==> config.mk <==
export PLATFORM = sky130hd
export DESIGN_NAME = cp0_exception_unit
export DESIGN_NICKNAME = d
export VERILOG_FILES = /design/src/rtl/cp0_exception_unit.sv
export SDC_FILE = /design/constraint.sdc
export NUM_CORES = 1
export LEC_CHECK = 0
export ABC_AREA = 1
export CORE_MARGIN = 3
export CORE_UTILIZATION = 30
export CTS_BUF_LIST = sky130_fd_sc_hd__clkbuf_4 sky130_fd_sc_hd__clkbuf_8 sky130_fd_sc_hd__clkbuf_16
export DETAILED_ROUTE_END_ITERATION = 8
export SLEW_MARGIN = 5
export SYNTH_ARGS = -nofsm -noshare
export SYNTH_HDL_FRONTEND = slang
export SYNTH_SLANG_ARGS = --single-unit
==> constraint.sdc <==
create_clock -name clk -period 4.15 [get_ports clk]
set_clock_uncertainty 0.1 [all_clocks]
set_input_delay 0.415 -clock clk [delete_from_list [all_inputs] [get_ports clk]]
set_output_delay 0.415 -clock clk [all_outputs]
set_load 0.03 [all_outputs]
==> src/rtl/cp0_exception_unit.sv <==
// cp0_exception_unit: coprocessor-0 trap/return responder.
// Holds Status, Cause and EPC. Accepts synchronous traps and eret from decode,
// stacks the interrupt-enable bits, and issues a registered PC redirect to
// fetch. The pipeline is stalled until fetch accepts the redirect.
// Optional build macro: CP0_TIMER_EN adds Count/Compare and a timer interrupt.
//
// Redirect handshake: redirect_valid is high for the whole REDIRECT state and
// redirect_pc is held stable; the transfer completes on the rising edge where
// redirect_valid and redirect_ready are both 1, after which the FSM is IDLE.
module cp0_exception_unit #(
    parameter logic [31:0] EXC_VECTOR   = 32'h0000_0004,
    parameter logic [31:0] STATUS_RESET = 32'h0000_0701
) (
    input  logic        clk,
    input  logic        rst_n,
    input  logic [31:0] pc_in,
    input  logic        exception_in,
    input  logic [4:0]  cause_in,
    input  logic        eret_in,
    input  logic        mtc0_we,
    input  logic [4:0]  cp0_addr,
    input  logic [31:0] wdata,
    output logic [31:0] rdata,
    output logic [31:0] status_out,
    output logic [31:0] epc_out,
    output logic        redirect_valid,
    output logic [31:0] redirect_pc,
    input  logic        redirect_ready,
    output logic        stall_out,
    output logic        timer_irq,
    output logic        dbg_state
);

    typedef enum logic {
        ST_IDLE     = 1'b0,
        ST_REDIRECT = 1'b1
    } state_t;

    localparam logic [4:0] ADDR_COUNT   = 5'd9;
    localparam logic [4:0] ADDR_COMPARE = 5'd11;
    localparam logic [4:0] ADDR_STATUS  = 5'd12;
    localparam logic [4:0] ADDR_CAUSE   = 5'd13;
    localparam logic [4:0] ADDR_EPC     = 5'd14;

    localparam logic [4:0] EXC_SYSCALL = 5'b01000;
    localparam logic [4:0] EXC_BREAK   = 5'b01001;
    localparam logic [4:0] EXC_TEQ     = 5'b01101;

    state_t      r_state;
    state_t      w_state_nxt;
    logic [31:0] r_status;
    logic [4:0]  r_exc_code;
    logic [31:0] r_epc;
    logic [31:0] r_redirect_pc;

    logic        w_idle;
    logic        w_mask_ok;
    logic        w_take_exc;
    logic        w_take_tmr;
    logic        w_take_eret;
    logic        w_do_mtc0;
    logic        w_pending;
    logic [31:0] w_cause;
    logic [31:0] w_count;
    logic [31:0] w_compare;

    assign w_idle = (r_state == ST_IDLE);

    // Per-cause mask lookup; unknown codes are never accepted.
    always_comb begin
        w_mask_ok = 1'b0;
        case (cause_in)
            EXC_SYSCALL: w_mask_ok = r_status[8];
            EXC_BREAK:   w_mask_ok = r_status[9];
            EXC_TEQ:     w_mask_ok = r_status[10];
            default:     w_mask_ok = 1'b0;
        endcase
    end

    // Request arbitration: trap > timer > eret > mtc0, only while IDLE.
    assign w_take_exc  = w_idle && exception_in && r_status[0] && w_mask_ok;
    assign w_take_eret = w_idle && eret_in && !w_take_exc && !w_take_tmr;
    assign w_do_mtc0   = w_idle && mtc0_we && !w_take_exc && !w_take_tmr && !eret_in;

`ifdef CP0_TIMER_EN
    logic [31:0] r_count;
    logic [31:0] r_compare;
    logic        r_pending;

    assign w_take_tmr = w_idle && r_pending && r_status[0] && r_status[15] && !w_take_exc;
    assign w_pending  = r_pending;
    assign w_count    = r_count;
    assign w_compare  = r_compare;

    // Free-running counter, reloadable by mtc0.
    always_ff @(posedge clk or negedge rst_n) begin
        if (!rst_n) begin
            r_count <= 32'h0;
        end else if (w_do_mtc0 && cp0_addr == ADDR_COUNT) begin
            r_count <= wdata;
        end else begin
            r_count <= r_count + 32'h1;
        end
    end

    // Compare register and pending flag; a Compare write acknowledges the interrupt.
    always_ff @(posedge clk or negedge rst_n) begin
        if (!rst_n) begin
            r_compare <= 32'h0;
            r_pending <= 1'b0;
        end else if (w_do_mtc0 && cp0_addr == ADDR_COMPARE) begin
            r_compare <= wdata;
            r_pending <= 1'b0;
        end else if (r_count == r_compare && r_compare != 32'h0) begin
            r_pending <= 1'b1;
        end
    end
`else
    assign w_take_tmr = 1'b0;
    assign w_pending  = 1'b0;
    assign w_count    = 32'h0;
    assign w_compare  = 32'h0;
`endif

    assign w_cause = {16'h0, w_pending, 8'h0, r_exc_code, 2'b00};

    // CP0 read mux; shows the current (pre-write) register contents.
    always_comb begin
        rdata = 32'h0;
        case (cp0_addr)
            ADDR_STATUS:  rdata = r_status;
            ADDR_CAUSE:   rdata = w_cause;
            ADDR_EPC:     rdata = r_epc;
            ADDR_COUNT:   rdata = w_count;
            ADDR_COMPARE: rdata = w_compare;
            default:      rdata = 32'h0;
        endcase
    end

    // Architectural state updates: trap entry, return, and mtc0 writes.
    always_ff @(posedge clk or negedge rst_n) begin
        if (!rst_n) begin
            r_status   <= STATUS_RESET;
            r_exc_code <= 5'h0;
            r_epc      <= 32'h0;
        end else if (w_take_exc) begin
            r_epc         <= pc_in;
            r_exc_code    <= cause_in;
            r_status[5:0] <= {r_status[3:0], 2'b00};
        end else if (w_take_tmr) begin
            r_epc         <= pc_in;
            r_exc_code    <= 5'h0;
            r_status[5:0] <= {r_status[3:0], 2'b00};
        end else if (w_take_eret) begin
            r_status[5:0] <= {2'b00, r_status[5:2]};
        end else if (w_do_mtc0) begin
            case (cp0_addr)
                ADDR_STATUS: r_status   <= wdata;
                ADDR_CAUSE:  r_exc_code <= wdata[6:2];
                ADDR_EPC:    r_epc      <= wdata;
                default:     ;
            endcase
        end
    end

    // Redirect target captured on the request edge and held through REDIRECT.
    always_ff @(posedge clk or negedge rst_n) begin
        if (!rst_n) begin
            r_redirect_pc <= 32'h0;
        end else if (w_take_exc || w_take_tmr) begin
            r_redirect_pc <= EXC_VECTOR;
        end else if (w_take_eret) begin
            r_redirect_pc <= r_epc;
        end
    end

    // FSM state register.
    always_ff @(posedge clk or negedge rst_n) begin
        if (!rst_n) begin
            r_state <= ST_IDLE;
        end else begin
            r_state <= w_state_nxt;
        end
    end

    // FSM next-state: enter REDIRECT on any accepted request, leave on ready.
    always_comb begin
        w_state_nxt = r_state;
        case (r_state)
            ST_IDLE:     if (w_take_exc || w_take_tmr || w_take_eret) w_state_nxt = ST_REDIRECT;
            ST_REDIRECT: if (redirect_ready) w_state_nxt = ST_IDLE;
            default:     w_state_nxt = ST_IDLE;
        endcase
    end

    assign redirect_valid = (r_state == ST_REDIRECT);
    assign stall_out      = (r_state != ST_IDLE);
    assign redirect_pc    = r_redirect_pc;
    assign status_out     = r_status;
    assign epc_out        = r_epc;
    assign timer_irq      = w_pending;
    assign dbg_state      = r_state;

endmodule

==> summary.md <==
| Metric | Value |
|---|---|
| Status | `finished, final reports clean` |
| Met1 Use GR | `0.2609` |
| CP endpoint kind | `primary output` |
| GR Util met2 | `0.3110` |
| Required time worst endpoint | `3.63 ns` |
| Post-route ant nets | `0` |
| Hold Vio Cnt, Final | `0` |
| Yosys warns | `0` |
| Post-route clock period utilization | `0.7668` |
| Delay of the slowest cell on the worst path | `0.69 ns` |
| Sw Ratio | `0.3318` |
| Port bufs | `210` |
| Async SR Flop Fraction | `1.000` |
| Die H | `134.9 µm` |
| Area delta synth->final | `51.67%` |
| Worst hold path type | `in -> async` |
| P_leak | `3.368 nW` |
| Via density | `4.618` |
| Ratio of cells with drive above 1 in the final layout | `0.05176` |
| Post-Synth XOR/XNOR Area | `0` |
| DRC | `0` |
| Post_cts resized | `0` |
| Total Routing Usage GR | `0.1940` |
| DP HPWL | `12.43 mm` |
| Syn nets | `732` |
| Multi-input logic area | `1919 µm²` |
| Width of the die | `134.9 µm` |
| Mapped Avg Cell Area | `7.647 µm²` |
| Post-layout min period | `3.182 ns` |
| FILL cells | `1641` |
| WP data arrival | `2.67 ns` |
| Met3 GRT Util | `0.04396` |
| Logic pwr share | `0.291` |
| Peak supply drop | `0.1876 mV` |
| Buf+Inv Stages, Crit Path | `3` |
| Slew Limit Headroom | `0.3491` |
| Internal power consumption | `2.052 mW` |
| Setup tns final | `0 ns` |
| Core footprint | `16060 µm²` |
| Clock buffer depth | `2` |
| Adder-cell area share of the yosys netlist | `0` |
| Compound-Gate Fraction of Synth Area | `0.1031` |
| Hold WS | `0.1073 ns` |
| Max Freq | `314.3 MHz` |
| CTS tree | `done` |
| Seq/Total Area, Yosys | `0.5129` |
| Clock power frac | `0.302` |
| Syn Inst Count | `652` |
| First-pass GRT wire length | `27.62 mm` |
| Placed Area | `7238 µm²` |
| Die Area | `18200 µm²` |
| Total power | `3.071 mW` |
| Num rows | `46` |
| Crit path kind | `in -> out` |
| # setup viols final | `0` |
| Pwr/cell area | `406.1 nW/µm²` |
| Total global routing overflow | `0` |
| Psw | `1.019 mW` |
| Drt pass-1 iters | `6` |
| Post-CTS Setup Repair Bufs | `0` |
| Most common cell after layout, fill and taps aside | `clkdlybuf4s50_1` |
| Main combinational cell family by area after synthesis | `simple AND/OR/NAND/NOR gates` |
| Post-layout instance area | `7562 µm²` |
| Hold-fix buffers, CTS | `0` |
| Pre-CTS WS | `0.9732 ns` |
| Number of antenna violations at the first check in global routing | `0` |
| Critical path's slowest cell | `clkdlybuf4s50_1` |
| Diode count | `0` |
| Biggest area consumer among synthesized cells | `dfrtp_1` |
| Simple-Gate Fraction of Synth Area | `0.2795` |
| Top cell type's share of synthesized area | `0.4918` |
| Clock root cell | `clkbuf_16` |
| Crit-path max FO | `21` |
| Reg clk slew, reported paths | `0.07 ns` |
| Maxcap violations | `0` |
| Reg power frac | `0.407` |
| Most frequent cells in the layout | `209 x clkdlybuf4s50_1, 205 x nand2_1, 98 x dfrtp_1` |
| Total wire length | `17.57 mm` |
| Post-synthesis instance area | `4986 µm²` |
| RSZ-0062 raised after global routing | `no` |
| Util after Layout | `0.4709` |
| Clk Latency, worst-skew pair | `0.35 ns` |
| Worst setup SP type | `input pin` |
| Via count of the first global-routing pass | `4874` |
| Nets | `925` |
| # clock sinks | `102` |
| Largest net degree at the start of global routing | `75` |
| I/O Pins | `212` |
| Worst-path cell chain | `clkdlybuf4s50_1 > nand2_1 > nor2_1 > nand2_1 > nor2_4 > buf_4 > nand2_1 > o211ai_1 > clkdlybuf4s50_1` |
| Routed WL per cell | `16.48 µm` |
| Placed cells | `1050` |
| Mux cell area share after synthesis | `0` |
| Initial Util | `0.3105` |
| Placer Congestion | `0.8219` |
| Synth top area cells | `dfrtp_1 49%, nand2_1 15%, o21ai_0 8.6%` |
| Htree depth | `3` |
| Distinct cells, synth | `26` |
| Final Non-Filler Cells | `1066` |
| Setup slack after layout | `0.9679 ns` |
| First DRT Iteration DRCs | `288` |
| Most frequent CP cell | `nand2_1` |
| Storage element area | `2557 µm²` |
| Flops & latches, synth | `102` |
| TritonCTS Buffers | `9` |
| Slew Viols, Final | `0` |
| Delay-heaviest family, CP | `buffers and inverters` |
| Via count | `4923` |
| Post-synth top flop | `dfrtp_1` |
| Least-Margin Pin Slew | `0.9763 ns` |
| GR peak layer | `met2` |
| EDFF count, synth | `0` |
==> synth_stat cells (2+ instances only) <==
cell      count
nor2_1       39
o221ai_1      2
dfrtp_1      98
clkbuf_1     13
nor2_2        2
nand3_1      80
o22ai_1       4
dfstp_2       4
buf_6         5
o21ai_0      86
o21ai_1       2
nand2_2       2
inv_1        76
o211ai_1      2
buf_2        14
buf_4         5
buf_1         2
inv_2         3
nand4_2       2
nand2_1     205
==> state kept, by name, summed over array words and instances, names as in the netlist <==
name	count
status_out	32
dbg_state	1
epc_out	32
r_exc_code	5
redirect_pc	32
==> power by group through the flow <==
stage          combinational, mW  clock [mW]  sequential [mW]
6_report                   0.895       0.927             1.25
3_5_place_dp               0.902           0             1.27
4_1_cts                    0.905       0.947             1.25
3_3_place_gp               0.899           0             1.27
5_1_grt                    0.963       0.998             1.27
2_1_floorplan              0.204           0             1.50
==> per-layer routing <==
layer  vias to the layer above  part of all wire  routed length, µm
met1                      2289              0.45               7991
met4                         0             0.021                377
met5                         -                 0                  0
met3                        23             0.062               1088
met2                       172              0.46               8109
li1                       2439                 -                  -
==> logic make-up (layout without fill, tap and decap cells) <==
group,Yosys count,after routing
other,1,1
AOI/OAI and AO/OA,98,98
buffers and inverters,118,316
and+or+nand+nor,333,333
DFF,102,102
==> worst paths after layout <==
kind | start | endpoint | slack (ns) | cells after the start
worst max-delay path | cp0_addr[2] | rdata[3] | 0.97 | 9
worst min register to register | redirect_pc[21] | redirect_pc[21] | 0.39 | 2
max in group asynchronous | rst_n | status_out[22] | 2.81 | 2
min in group clk | redirect_pc[21] | redirect_pc[21] | 0.39 | 2
worst max register to register | dbg_state | status_out[2] | 1.52 | 9
worst min-delay path | rst_n | status_out[17] | 0.11 | 1
==> final cells by class <==
| cell class | instances | area share |
|---|---|---|
| sequential | 102 | 0.3382 |
| timing repair buffer | 221 | 0.2902 |
| multi-input combinational | 432 | 0.2538 |
| clock inverter | 5 | 0.01109 |
| clock buffer | 11 | 0.03177 |
| tap | 216 | 0.03574 |
| inverter | 79 | 0.03921 |
Power figures use the tool's default switching activity.
